<file path="config.mk">
export PLATFORM = sky130hd
export DESIGN_NAME = dezigzag
export DESIGN_NICKNAME = d
export VERILOG_FILES = /design/src/rtl/dezigzag.sv
export SDC_FILE = /design/constraint.sdc
export NUM_CORES = 2
export LEC_CHECK = 0
export CAP_MARGIN = 25
export CORE_UTILIZATION = 55
export CTS_CLUSTER_SIZE = 14
export DETAILED_ROUTE_END_ITERATION = 16
export MAX_ROUTING_LAYER = met4
export PLACE_DENSITY = 0.72
export RECOVER_POWER = 100
export REMOVE_ABC_BUFFERS = 1
export SYNTH_ARGS = -nofsm -noshare
export SYNTH_HDL_FRONTEND = slang
export SYNTH_SLANG_ARGS = --single-unit
</file>
<file path="constraint.sdc">
create_clock -name clk -period 5.38 [get_ports clk]
set_clock_uncertainty 0.15 [all_clocks]
set_input_delay 1.614 -clock clk [delete_from_list [all_inputs] [get_ports clk]]
set_output_delay 1.614 -clock clk [all_outputs]
set_load 0.005 [all_outputs]
</file>
<file path="src/rtl/dezigzag.sv">
// dezigzag: reorders 8x8 coefficient blocks from JPEG zigzag order to raster
// order through a ping-pong pair of 64-entry banks.
// Optional feature macro: DEZIGZAG_ABORT_CNT_EN adds the abort_cnt output.
module dezigzag #(
    parameter int unsigned DW = 12
) (
    input  logic          clk,
    input  logic          rst,
    input  logic          ena,
    input  logic          in_valid,
    input  logic          in_sof,
    input  logic [DW-1:0] din,
    output logic          in_ready,
    output logic          out_valid,
    input  logic          out_ready,
    output logic [DW-1:0] dout,
    output logic          out_sof,
    output logic          out_eob
`ifdef DEZIGZAG_ABORT_CNT_EN
    ,
    output logic [7:0]    abort_cnt
`endif
);

    localparam int unsigned AW    = 6;
    localparam int unsigned DEPTH = 2 * (1 << AW);

    // Zigzag index -> raster address (standard JPEG scan).
    localparam logic [AW-1:0] ZZ [64] = '{
        6'd0,  6'd1,  6'd8,  6'd16, 6'd9,  6'd2,  6'd3,  6'd10,
        6'd17, 6'd24, 6'd32, 6'd25, 6'd18, 6'd11, 6'd4,  6'd5,
        6'd12, 6'd19, 6'd26, 6'd33, 6'd40, 6'd48, 6'd41, 6'd34,
        6'd27, 6'd20, 6'd13, 6'd6,  6'd7,  6'd14, 6'd21, 6'd28,
        6'd35, 6'd42, 6'd49, 6'd56, 6'd57, 6'd50, 6'd43, 6'd36,
        6'd29, 6'd22, 6'd15, 6'd23, 6'd30, 6'd37, 6'd44, 6'd51,
        6'd58, 6'd59, 6'd52, 6'd45, 6'd38, 6'd31, 6'd39, 6'd46,
        6'd53, 6'd60, 6'd61, 6'd54, 6'd47, 6'd55, 6'd62, 6'd63
    };

    typedef enum logic { W_HUNT, W_FILL }    wstate_t;
    typedef enum logic { R_EMPTY, R_STREAM } rstate_t;

    wstate_t       wstate;
    rstate_t       rstate;
    logic [AW-1:0] wcnt;
    logic [AW:0]   rcnt;
    logic [1:0]    full;
    logic          wsel;
    logic          rsel;
    logic [DW-1:0] mem [DEPTH];

    logic          accept;
    logic          pop;
    logic          load;
    logic          we;
    logic [AW-1:0] wr_idx;
    logic          set_full;
    logic          clr_full;
    logic [1:0]    set_mask;
    logic [1:0]    clr_mask;

    // Handshake qualifiers and write-side addressing.
    assign in_ready = ~full[wsel];
    assign accept   = in_valid & in_ready & ena;
    assign pop      = out_valid & out_ready & ena;
    assign load     = ena & (rstate == R_STREAM) & ~rcnt[AW] & (~out_valid | out_ready);
    assign wr_idx   = (wstate == W_FILL && !in_sof) ? wcnt : '0;
    assign we       = accept & (in_sof | (wstate == W_FILL));
    assign set_full = we & (wr_idx == 6'd63);
    assign clr_full = pop & out_eob;
    assign set_mask = {set_full & wsel, set_full & ~wsel};
    assign clr_mask = {clr_full & rsel, clr_full & ~rsel};

    // Coefficient storage; contents survive reset.
    always_ff @(posedge clk) begin
        if (we) begin
            mem[{wsel, ZZ[wr_idx]}] <= din;
        end
    end

    // Write FSM, bank flags, read FSM and registered output stage.
    always_ff @(posedge clk or negedge rst) begin
        if (!rst) begin
            wstate    <= W_HUNT;
            rstate    <= R_EMPTY;
            wcnt      <= '0;
            rcnt      <= '0;
            full      <= '0;
            wsel      <= 1'b0;
            rsel      <= 1'b0;
            out_valid <= 1'b0;
            out_sof   <= 1'b0;
            out_eob   <= 1'b0;
            dout      <= '0;
        end else if (ena) begin
            full <= (full & ~clr_mask) | set_mask;

            case (wstate)
                W_HUNT: begin
                    if (accept && in_sof) begin
                        wcnt   <= 6'd1;
                        wstate <= W_FILL;
                    end
                end
                W_FILL: begin
                    if (accept) begin
                        if (in_sof) begin
                            wcnt <= 6'd1;
                        end else if (wcnt == 6'd63) begin
                            wcnt   <= '0;
                            wsel   <= ~wsel;
                            wstate <= W_HUNT;
                        end else begin
                            wcnt <= wcnt + 6'd1;
                        end
                    end
                end
                default: wstate <= W_HUNT;
            endcase

            case (rstate)
                R_EMPTY: begin
                    if (full[rsel]) begin
                        rcnt   <= '0;
                        rstate <= R_STREAM;
                    end
                end
                R_STREAM: begin
                    if (clr_full) begin
                        rcnt   <= '0;
                        rsel   <= ~rsel;
                        rstate <= R_EMPTY;
                    end else if (load) begin
                        rcnt <= rcnt + 7'd1;
                    end
                end
                default: rstate <= R_EMPTY;
            endcase

            if (load) begin
                out_valid <= 1'b1;
                dout      <= mem[{rsel, rcnt[AW-1:0]}];
                out_sof   <= (rcnt == 7'd0);
                out_eob   <= (rcnt == 7'd63);
            end else if (pop) begin
                out_valid <= 1'b0;
                out_sof   <= 1'b0;
                out_eob   <= 1'b0;
            end
        end
    end

`ifdef DEZIGZAG_ABORT_CNT_EN
    // Counts blocks abandoned by a fresh in_sof, saturating.
    always_ff @(posedge clk or negedge rst) begin
        if (!rst) begin
            abort_cnt <= '0;
        end else if (accept && wstate == W_FILL && in_sof && abort_cnt != 8'd255) begin
            abort_cnt <= abort_cnt + 8'd1;
        end
    end
`endif

endmodule
</file>
==> run_results.csv <==
group,metric,value,unit
timing,period_minus_slack,5.13,ns
clock_network,resized_after_cts,0,
power,total_leakage_power,0.0221,µW
timing,max_freq,195,MHz
floorplan,start_util,0.557,
clock_network,cts.path.max_buffers,3,
clock_network,clock_tree.root_cell,"sky130_fd_sc_hd__clkbuf_16",
clock_network,cts_tree,"built",
global_route,grt_overflow_total,0,
global_route,grt_use_met3,0.0607,
layout,final_core_utilization,0.628,
place,placed_area,67100,µm²
routing,vias,33000,
synthesis,yosysSeqAreaShare,0.745,
critical_path,slowest_stage,"sky130_fd_sc_hd__mux2i_2",
routing,dr.pass1.iters,5,
critical_path,critical_path_class,"input pin to flop",
global_route,first_global_vias,32800,
floorplan,full_die_area,116000,µm²
global_route,grt_start_max_net_pins,101,
critical_path,critPathCaptureType,"flop",
global_route,busiest_layer,"met2",
timing,report.final.hold_viol_count,0,
place,placed_cells,4741,
critical_path,max_stage_delay,0.65,ns
clock_network,worst_skew_pair.late_latency,0.77,ns
synthesis,synth_enable_flop_cells,1536,
hold_path,min-delay-path-class,"flop to flop",
flow_run,cap_violations,19,
floorplan,floorplan.io_pins,34,
outcome,failing_checks,"max-capacitance violations, max-slew violations",
routing,drc_errors,0,
floorplan,core.rowCount,123,
timing,worst_slew_margin_rel,-1.65,
synthesis,yosys_warning_total,0,
floorplan,design.core.area,113000,µm²
clock_network,clock-sinks,1570,
routing,antenna_violation_net_count_after_detailed_routing,0,
layout,area_grow_syn2layout,12.7,%
power,pwr_density_cell,343,nW/µm²
global_route,overall_global_routing_resource_usage,0.286,
routing,route.detailed.vias_per_inst,6.57,
clock_network,worst_setup_hold_path_clk_slew,0.06,ns
routing,wl_per_cell,31.6,µm
floorplan,die_height,341,µm
synthesis,synthFlopType,"sky130_fd_sc_hd__edfxtp_1",
place,dp_hpwl,99900,µm
global_route,grt_use_met2,0.430,
timing,final-setup-viol-count,0,
critical_path,critPathMaxFanout,14,
layout,final_area,71100,µm²
synthesis,synth_cell_types,88,
power,peakVddDrop,0.316,mV
global_route,global_route.usage.met1,0.392,
layout,drive_above_1_share,0.246,
layout,final-seq-area,47000,µm²
layout,num-fill-cells,7645,
clock_network,cts-htree-levels,4,
layout,count_of_placed_standard_cells_in_the_final_layout_fillers_left_out,5028,
synthesis,cell_accounting_for_the_most_synthesized_area,"sky130_fd_sc_hd__edfxtp_1",
synthesis,syn-cell-area,63100,µm²
clock_network,cts_inserted_buffers,154,
timing,worst_max_slew_pin_slew,3.97,ns
synthesis,synth_top_area_frac,0.731,
layout,design.final.nets,3438,
global_route,wire_length_of_the_first_global_routing_pass,230000,µm
layout,multi_input_comb_area,14600,µm²
floorplan,chipWidth,341,µm
critical_path,crit_chain,"clkdlybuf4s50_1 > nor2b_1 > clkbuf_4 > clkbuf_1 > and2_0 > mux2i_2 > clkbuf_4 > buf_4 > nand2_1 > clkbuf_2 > nor3_2 > clkbuf_2",
critical_path,cp_data_required_time,5.67,ns
critical_path,setup.worst_path.start_class,"input pin",
place,port_buffers,33,
synthesis,synth.avg_cell_area,20.3,µm²
synthesis,synth_async_reset_ratio,0.0217,
clock_network,cts_post_setup_buffers_inserted,0,
synthesis,postSynthCellCount,3105,
timing,final_min_period_over_clock_period,0.954,
routing,drtIter0Drc,4465,
global_route,grt_antenna_before_repair,5,
place,place_congestion,0.952,
timing,slew_violations,978,
timing,timing.hold.ws,0.385,ns
clock_network,ctsHoldBuffers,0,
timing,grt_setup_unrepaired,"false",
synthesis,synthTopCellsByArea,"sky130_fd_sc_hd__edfxtp_1 73%, sky130_fd_sc_hd__mux4_2 12%, sky130_fd_sc_hd__mux2i_1 3.2%",
critical_path,cp.arrival,5.42,ns
routing,finalWirelength,159000,µm
outcome,status,"finished with violations",
synthesis,yosys_register_bits,1570,
## synth_stat cells, types with 7 or more instances
master	count
sky130_fd_sc_hd__edfxtp_1	1536
sky130_fd_sc_hd__mux4_2	337
sky130_fd_sc_hd__mux2i_1	203
sky130_fd_sc_hd__nand2_1	87
sky130_fd_sc_hd__nor2_1	79
sky130_fd_sc_hd__nor3_1	73
sky130_fd_sc_hd__buf_2	60
sky130_fd_sc_hd__clkbuf_1	57
sky130_fd_sc_hd__o21ai_0	50
sky130_fd_sc_hd__a21oi_1	46
sky130_fd_sc_hd__o22ai_1	36
sky130_fd_sc_hd__dfrtp_1	34
sky130_fd_sc_hd__buf_4	25
sky130_fd_sc_hd__nand3_1	25
sky130_fd_sc_hd__buf_6	23
sky130_fd_sc_hd__a31oi_1	21
sky130_fd_sc_hd__a22oi_1	20
sky130_fd_sc_hd__nor3_2	20
sky130_fd_sc_hd__a211oi_1	19
sky130_fd_sc_hd__o221ai_1	19
sky130_fd_sc_hd__a211o_1	18
sky130_fd_sc_hd__ha_1	17
sky130_fd_sc_hd__nand3b_1	17
sky130_fd_sc_hd__nand2b_1	16
sky130_fd_sc_hd__buf_1	15
sky130_fd_sc_hd__nor2b_1	15
sky130_fd_sc_hd__a21o_1	14
sky130_fd_sc_hd__inv_1	14
sky130_fd_sc_hd__nor4_1	13
sky130_fd_sc_hd__and2_1	12
sky130_fd_sc_hd__buf_12	12
sky130_fd_sc_hd__buf_8	12
sky130_fd_sc_hd__mux2_2	12
sky130_fd_sc_hd__or3_1	10
sky130_fd_sc_hd__nand4_1	9
sky130_fd_sc_hd__a2111oi_0	8
sky130_fd_sc_hd__a311oi_1	8
sky130_fd_sc_hd__o211ai_1	8
sky130_fd_sc_hd__a221oi_1	7
## worst paths after layout
check / start / endpoint / slack (ns) / depth (start not counted)
setup / recovery: in_sof / mem[60][7]$_DFFE_PP_ / 0.25 / 12
hold / removal: full[1]$_DFFE_PN0P_ / full[1]$_DFFE_PN0P_ / 0.39 / 1
setup reg to reg: rcnt[0]$_DFFE_PN0P_ / dout[7]$_DFFE_PN0P_ / 0.43 / 7
hold reg to reg: full[1]$_DFFE_PN0P_ / full[1]$_DFFE_PN0P_ / 0.39 / 1
max in group asynchronous: rst / rcnt[3]$_DFFE_PN0P_ / 1.93 / 2
min in group asynchronous: rst / dout[10]$_DFFE_PN0P_ / 1.49 / 2
## placed cells by master, fill, tap and decap left out, types with 21 or more instances in the layout
cell / n
sky130_fd_sc_hd__clkinv_1: 40
sky130_fd_sc_hd__mux4_2: 337
sky130_fd_sc_hd__a21oi_1: 47
sky130_fd_sc_hd__o21ai_0: 51
sky130_fd_sc_hd__nand3_1: 25
sky130_fd_sc_hd__dfrtp_1: 29
sky130_fd_sc_hd__buf_4: 155
sky130_fd_sc_hd__clkinv_2: 21
sky130_fd_sc_hd__nor2_1: 79
sky130_fd_sc_hd__clkbuf_2: 53
sky130_fd_sc_hd__nor3_1: 75
sky130_fd_sc_hd__a31oi_1: 21
sky130_fd_sc_hd__nand2_1: 87
sky130_fd_sc_hd__edfxtp_1: 1536
sky130_fd_sc_hd__clkbuf_1: 103
sky130_fd_sc_hd__mux2i_1: 203
sky130_fd_sc_hd__buf_12: 44
sky130_fd_sc_hd__clkbuf_16: 156
sky130_fd_sc_hd__o22ai_1: 36
## per-stage QoR
step	setup slack [ns]	power [µW]	setup TNS, ns
final	0.246	24400	0
after CTS	0.361	24500	0
after global routing	0.158	25000	0
after detailed placement	-0.410	14500	-90.78
after floorplan	-13.04	14000	-1094.39
after global placement	-0.454	14500	-105.27
## power by group
group          internal, µW  switching [µW]
Sequential            13500            31.6
Combinational           208             528
Clock                  5710            4430
Total                 19400            4990
## sequential cells by signal (all words and copies together), names as in the netlist
name	count
out_valid	1
out_sof	1
out_eob	1
rsel	1
wsel	1
wstate	1
rstate	1
dout	12
wcnt	6
rcnt	7
mem	1536
full	2
## worst max-delay path, delay by kind of cell
| kind | cells | cell delay, ns |
|---|---|---|
| buffers and inverters | 7 | 2.25 |
| multiplexers | 1 | 0.65 |
| AND/OR/NAND/NOR | 4 | 0.89 |
## area by class of cell
class,count,area share
clock inverter,84,0.00875
clock buffer,195,0.0575
sequential,1570,0.661
antenna,2,0.0000704
multi-input combinational,1316,0.206
inverter,14,0.000739
tap,1500,0.0264
timing repair buffer,347,0.0398
## layer usage
| metal | vias to the layer above | part of all wire | wire length [µm] |
|---|---|---|---|
| met2 | 1960 | 0.48 | 75600 |
| met3 | 333 | 0.11 | 16900 |
| met4 | 0 | 0.037 | 5810 |
| li1 | 13500 | - | - |
| met5 | - | 0 | 0 |
| met1 | 17200 | 0.38 | 60600 |
## logic make-up after synthesis
group | share of synthesized area
compound gates | 0.0376
simple gates | 0.0343
mux | 0.155
xor+xnor | 0.00111
fa+ha+maj | 0.00337
flops | 0.745
buf+inv | 0.0237
Note: power is estimated with default switching activity, not from simulation.
